File: src/rtl/timer_pkg.sv
// Shared constants and prescale-select encodings for the APB timer counting engine.
package timer_pkg;

  localparam int DEF_CNT_W = 32;
  localparam int DEF_PRE_W = 4;

  typedef enum logic [1:0] {
    CKS_DIV2  = 2'b00,
    CKS_DIV4  = 2'b01,
    CKS_DIV8  = 2'b10,
    CKS_DIV16 = 2'b11
  } cks_e;

  // Low-bit mask of the prescaler that must be all ones on a tick cycle.
  function automatic logic [3:0] cks_mask(input logic [1:0] cks);
    case (cks_e'(cks))
      CKS_DIV2:  cks_mask = 4'h1;
      CKS_DIV4:  cks_mask = 4'h3;
      CKS_DIV8:  cks_mask = 4'h7;
      CKS_DIV16: cks_mask = 4'hF;
    endcase
  endfunction

endpackage

File: src/rtl/timer_prescaler.sv
// Divides pclk by 2^(cks+1); restarts whenever counting is paused, loaded or re-scaled.
module timer_prescaler
  import timer_pkg::*;
#(
  parameter int PRE_W = DEF_PRE_W
) (
  input  logic       pclk,
  input  logic       preset,
  input  logic       en,
  input  logic       load,
  input  logic [1:0] cks,
  output logic       tick
);

  logic [PRE_W-1:0] div_cnt;
  logic [PRE_W-1:0] mask;
  logic [1:0]       cks_q;
  logic             restart;

  assign restart = !en || load || (cks != cks_q);
  assign mask    = PRE_W'(cks_mask(cks));
  assign tick    = !restart && ((div_cnt & mask) == mask);

  always_ff @(posedge pclk or posedge preset) begin
    if (preset) begin
      div_cnt <= '0;
      cks_q   <= '0;
    end else begin
      cks_q <= cks;
      if (restart) div_cnt <= '0;
      else         div_cnt <= div_cnt + 1'b1;
    end
  end

endmodule

File: src/rtl/timer_counter_core.sv
// Counting engine of the APB timer: up/down counter advanced by the prescaler tick,
// with single-cycle overflow/underflow trigger pulses.
module timer_counter_core
  import timer_pkg::*;
#(
  parameter int CNT_W = DEF_CNT_W,
  parameter int PRE_W = DEF_PRE_W
) (
  input  logic             pclk,
  input  logic             preset,
  input  logic             en,
  input  logic             load,
  input  logic             updown,
  input  logic [1:0]       cks,
  input  logic [CNT_W-1:0] tdr,
  output logic [CNT_W-1:0] cnt,
  output logic             ovf_trig,
  output logic             udf_trig
);

  localparam logic [CNT_W-1:0] MAX = '1;

  logic tick;

  timer_prescaler #(.PRE_W(PRE_W)) u_prescaler (
    .pclk   (pclk),
    .preset (preset),
    .en     (en),
    .load   (load),
    .cks    (cks),
    .tick   (tick)
  );

  // Down-count from 0 wraps to MAX through ordinary modular subtraction.
  always_ff @(posedge pclk or posedge preset) begin
    if (preset) begin
      cnt      <= '0;
      ovf_trig <= 1'b0;
      udf_trig <= 1'b0;
    end else begin
      ovf_trig <= 1'b0;
      udf_trig <= 1'b0;
      if (load) begin
        cnt <= tdr;
      end else if (tick && !updown) begin
        cnt      <= cnt + 1'b1;
        ovf_trig <= (cnt == MAX);
      end else if (tick) begin
        cnt      <= cnt - 1'b1;
        udf_trig <= (cnt == '0);
      end
    end
  end

endmodule

File: config.mk
export PLATFORM = sky130hd
export DESIGN_NAME = timer_counter_core
export DESIGN_NICKNAME = d
export VERILOG_FILES = /design/src/rtl/timer_pkg.sv /design/src/rtl/timer_prescaler.sv /design/src/rtl/timer_counter_core.sv
export SDC_FILE = /design/constraint.sdc
export NUM_CORES = 1
export LEC_CHECK = 0
export ABC_CLOCK_PERIOD_IN_PS = 3810
export BUFFER_PORTS_ARGS = -buffer_cell sky130_fd_sc_hd__buf_2
export CAP_MARGIN = 5
export CORE_MARGIN = 1
export CORE_UTILIZATION = 50
export DETAILED_ROUTE_END_ITERATION = 6
export GPL_TIMING_DRIVEN = 0
export PLACE_DENSITY = 0.82
export SYNTH_ARGS = -nofsm -noshare
export SYNTH_HDL_FRONTEND = slang
export SYNTH_SLANG_ARGS = --single-unit
File: constraint.sdc
create_clock -name pclk -period 3.81 [get_ports pclk]
set_clock_uncertainty 0.2 [all_clocks]
set_input_delay 0 -clock pclk [delete_from_list [all_inputs] [get_ports pclk]]
set_output_delay 0 -clock pclk [all_outputs]
set_load 0.05 [all_outputs]
==> flow_summary.ini <==
[run_status]
status = finished, violations left
violations = DRC

[floorplanning]
rows = 30
die_h_um = 85.5
io_pins = 73
start_util = 0.516
dieArea_um2 = 7310
die_x_um = 85.5
core_um2 = 6760

[timing]
fin_ws_ns = 0.113
finalCritPeriodShare = 0.970
hold_violations = 0
rsz0062_at_grt = true
setup_viol = 0
maxSlewViolCount = 0
slew_headroom = 0.424
fmaxAchievable_mhz = 270
worstMarginPinSlew_ns = 0.862
period_needed_ns = 3.70

[finish]
diodes = 0
final_layout_size_suffix_gt1_frac = 0.213
area_delta_synth_final_pct = 32.0
regArea_um2 = 1000
layout_commonest_cell = buf_2
fillers = 545
fin_area_um2 = 4600
nets = 602
final_cell_mix = buf_2, dfrtp_1, dlygate4sd3_1
multiInputGateArea_um2 = 2530

[synth]
syn-num-nets = 488
synth_seq_cells = 40
synthArstFlopShare = 1.00
yosysWarningCount = 0
ys_seq_area_frac = 0.287
ys_types = 50
synthFlopType = dfrtp_1
muxShareOfSynthArea = 0.0115
synth_edf_count = 0
syn_area_um2 = 3490
synth.avg_cell_area_um2 = 8.38
synthCells = 416
synth_simple_gate_area_frac = 0.184
synth_compound_area_frac = 0.290
synth_xor_area_frac = 0.0728
synth_top_family_by_area = compound AO/OA/AOI/OAI gates
synth_fa_ha_area_frac = 0.121

[critical_path]
cp-start-kind = register
rr_endpoint = cnt[17]
reg2reg_depth = 15
worstPathRequired_ns = 3.84
rr_startpoint = u_prescaler.cks_q[1]
max_stage_delay_ns = 0.51
crit_chain = xnor2_1 -> nand4b_1 -> a21oi_1 -> and3_1 -> buf_6 -> nand2b_4 -> ha_4 -> nand2_1 -> nor2_1 -> a211oi_1 -> a21boi_4 -> o311ai_4 -> a21oi_1 -> or4b_1 -> nand3_1
endpoint = cnt[17]
endpoint_kind = register
worstSetupPathType = reg -> reg
crit_fanout = 9
cp.arrival_ns = 3.73
regToRegSetupSlack_ns = 0.11
crit_start = u_prescaler.cks_q[1]
cpMaxStageDelayCell = or4b_1
cpMostUsedCell = a21oi_1

[hold_path]
worst_hold_path_type = in -> reg

[place]
placed_area_um2 = 3950
routabilityCongestion = 0.922
post-place-ws_ns = -0.672
portBuffers = 72
hpwl_um = 8100

[grt]
grt-ovfl-total = 0
grt_antenna_before_repair = 0
grt_max_degree = 41
grt_pass1_vias = 3563
grt.total_usage = 0.315
grt_pass1_wl_um = 17900

[detailed_routing]
drt-initial-drc-count = 363
wire_per_inst_um = 19.1
dr.pass1.iters = 7
antenna_left = 0
drc_errors = 1
via_count = 3946
wl_um = 11700
via_per_inst = 6.46

[flow_run]
cap_violations = 0

[pwr]
peakVddDrop_uv = 235
total_leakage_power_nw = 2.04
power_density_nw_per_um2 = 339

[clock_network]
clockBufferDepth = 2
clock_sinks = 40
cts.clk_slew.worst_paths_ns = 0.09
cts_made_buffers = 5
cts_tree = built
root_buffer = clkbuf_8
cts_max_level = 2
clk_latency_ns = 0.30
## cell usage after synthesis, types with 6 or more instances
cell type,count,area (µm²)
a21o_1,16,120
a21oi_1,33,165
a22oi_1,19,143
a31oi_1,9,56.3
clkbuf_1,15,56.3
dfrtp_1,40,1000
ha_1,32,400
inv_1,10,37.5
nand2_1,34,128
nand3_1,6,30.0
nand4_1,19,119
nor2_1,36,135
nor3_1,7,35.0
nor4_1,8,50.1
o21ai_0,17,85.1
o21ai_1,16,80.1
xnor2_1,14,123
xor2_1,15,131
## how the worst min path moves through the flow
| stage | start | endpoint | slack [ns] | cells past startpoint |
|---|---|---|---|---|
| global placement | cks[0] | u_prescaler.cks_q[0] | -0.05 | 1 |
| global route | load | u_prescaler.div_cnt[1] | 0.06 | 4 |
| CTS | load | u_prescaler.div_cnt[0] | 0.02 | 4 |
| finish | load | u_prescaler.div_cnt[1] | 0.02 | 4 |
| floorplan | cks[0] | u_prescaler.cks_q[0] | -0.17 | 0 |
| detailed placement | cks[0] | u_prescaler.cks_q[0] | -0.04 | 1 |
## through the flow
| step | util | total power [mW] | TNS [ns] | cells | hold slack, ns |
|---|---|---|---|---|---|
| 5_1_grt | 0.681 | 1.63 | -0.114 | 611 | 0.0561 |
| 2_1_floorplan | - | 0.951 | 0 | 416 | -0.169 |
| 6_report | 0.681 | 1.56 | 0 | 611 | 0.0190 |
| 3_5_place_dp | 0.585 | 1.11 | -8.93 | 568 | -0.0421 |
| 4_1_cts | 0.660 | 1.51 | 0 | 613 | 0.0209 |
| 3_3_place_gp | 0.585 | 1.09 | -7.80 | 568 | -0.0503 |
## cell type report
type | count | share of cell area
plain buffers | 14 | 0.0141
clock buffers | 6 | 0.0179
clock inverters | 2 | 0.00843
inverters | 10 | 0.00816
multi-input cells | 348 | 0.550
flip-flops and latches | 40 | 0.218
well taps | 80 | 0.0218
repair buffers | 111 | 0.162
## sequential cells by signal, indices dropped and copies added (netlist names)
signal / cells
cnt: 32
ovf_trig: 1
u_prescaler.cks_q: 2
u_prescaler.div_cnt: 4
udf_trig: 1
## cell families (layout without fill, tap and decap cells)
logic type,after synthesis,after routing
AOI/OAI and AO/OA,150,150
and+or+nand+nor,130,132
buffers and inverters,30,143
DFF,40,40
xor gates and xnor gates,29,29
muxes,4,4
adders and majority gates,33,33
## where the power goes
group / internal [mW] / total, mW / switching [mW]
Clock: 0.215 / 0.383 / 0.168
Combinational: 0.256 / 0.663 / 0.407
Sequential: 0.456 / 0.515 / 0.0591
Total: 0.927 / 1.56 / 0.634
## routing by layer
layer | GRT usage | vias to the layer above | wire (µm)
met3 | 0.0423 | 40 | 1020
met2 | 0.508 | 227 | 5510
met4 | 0.108 | 0 | 388
met1 | 0.436 | 1858 | 4760
li1 | - | 1821 | -
met5 | 0 | - | 0
## worst max-delay path: cells and delay by family, from the launching register on
family | cells | cell delay, ns
fa+ha+maj | 1 | 0.35
compound gates | 5 | 1.01
buf+inv | 1 | 0.18
simple gates | 7 | 1.34
flops | 1 | 0.39
xor+xnor | 1 | 0.15
## timing repair
| action | 4_1_cts | 5_1_grt |
|---|---|---|
| buffers inserted | 1 | 1 |
| gates resized for setup | 2 | 24 |
| cloned | 1 | 1 |
| pin swaps | 1 | 1 |
| hold buffers | 37 | 0 |
| endpoints found under the hold margin | 79 | 0 |
| setup endpoints to repair | 22 | 14 |
Note: power is estimated with default switching activity, not from simulation.
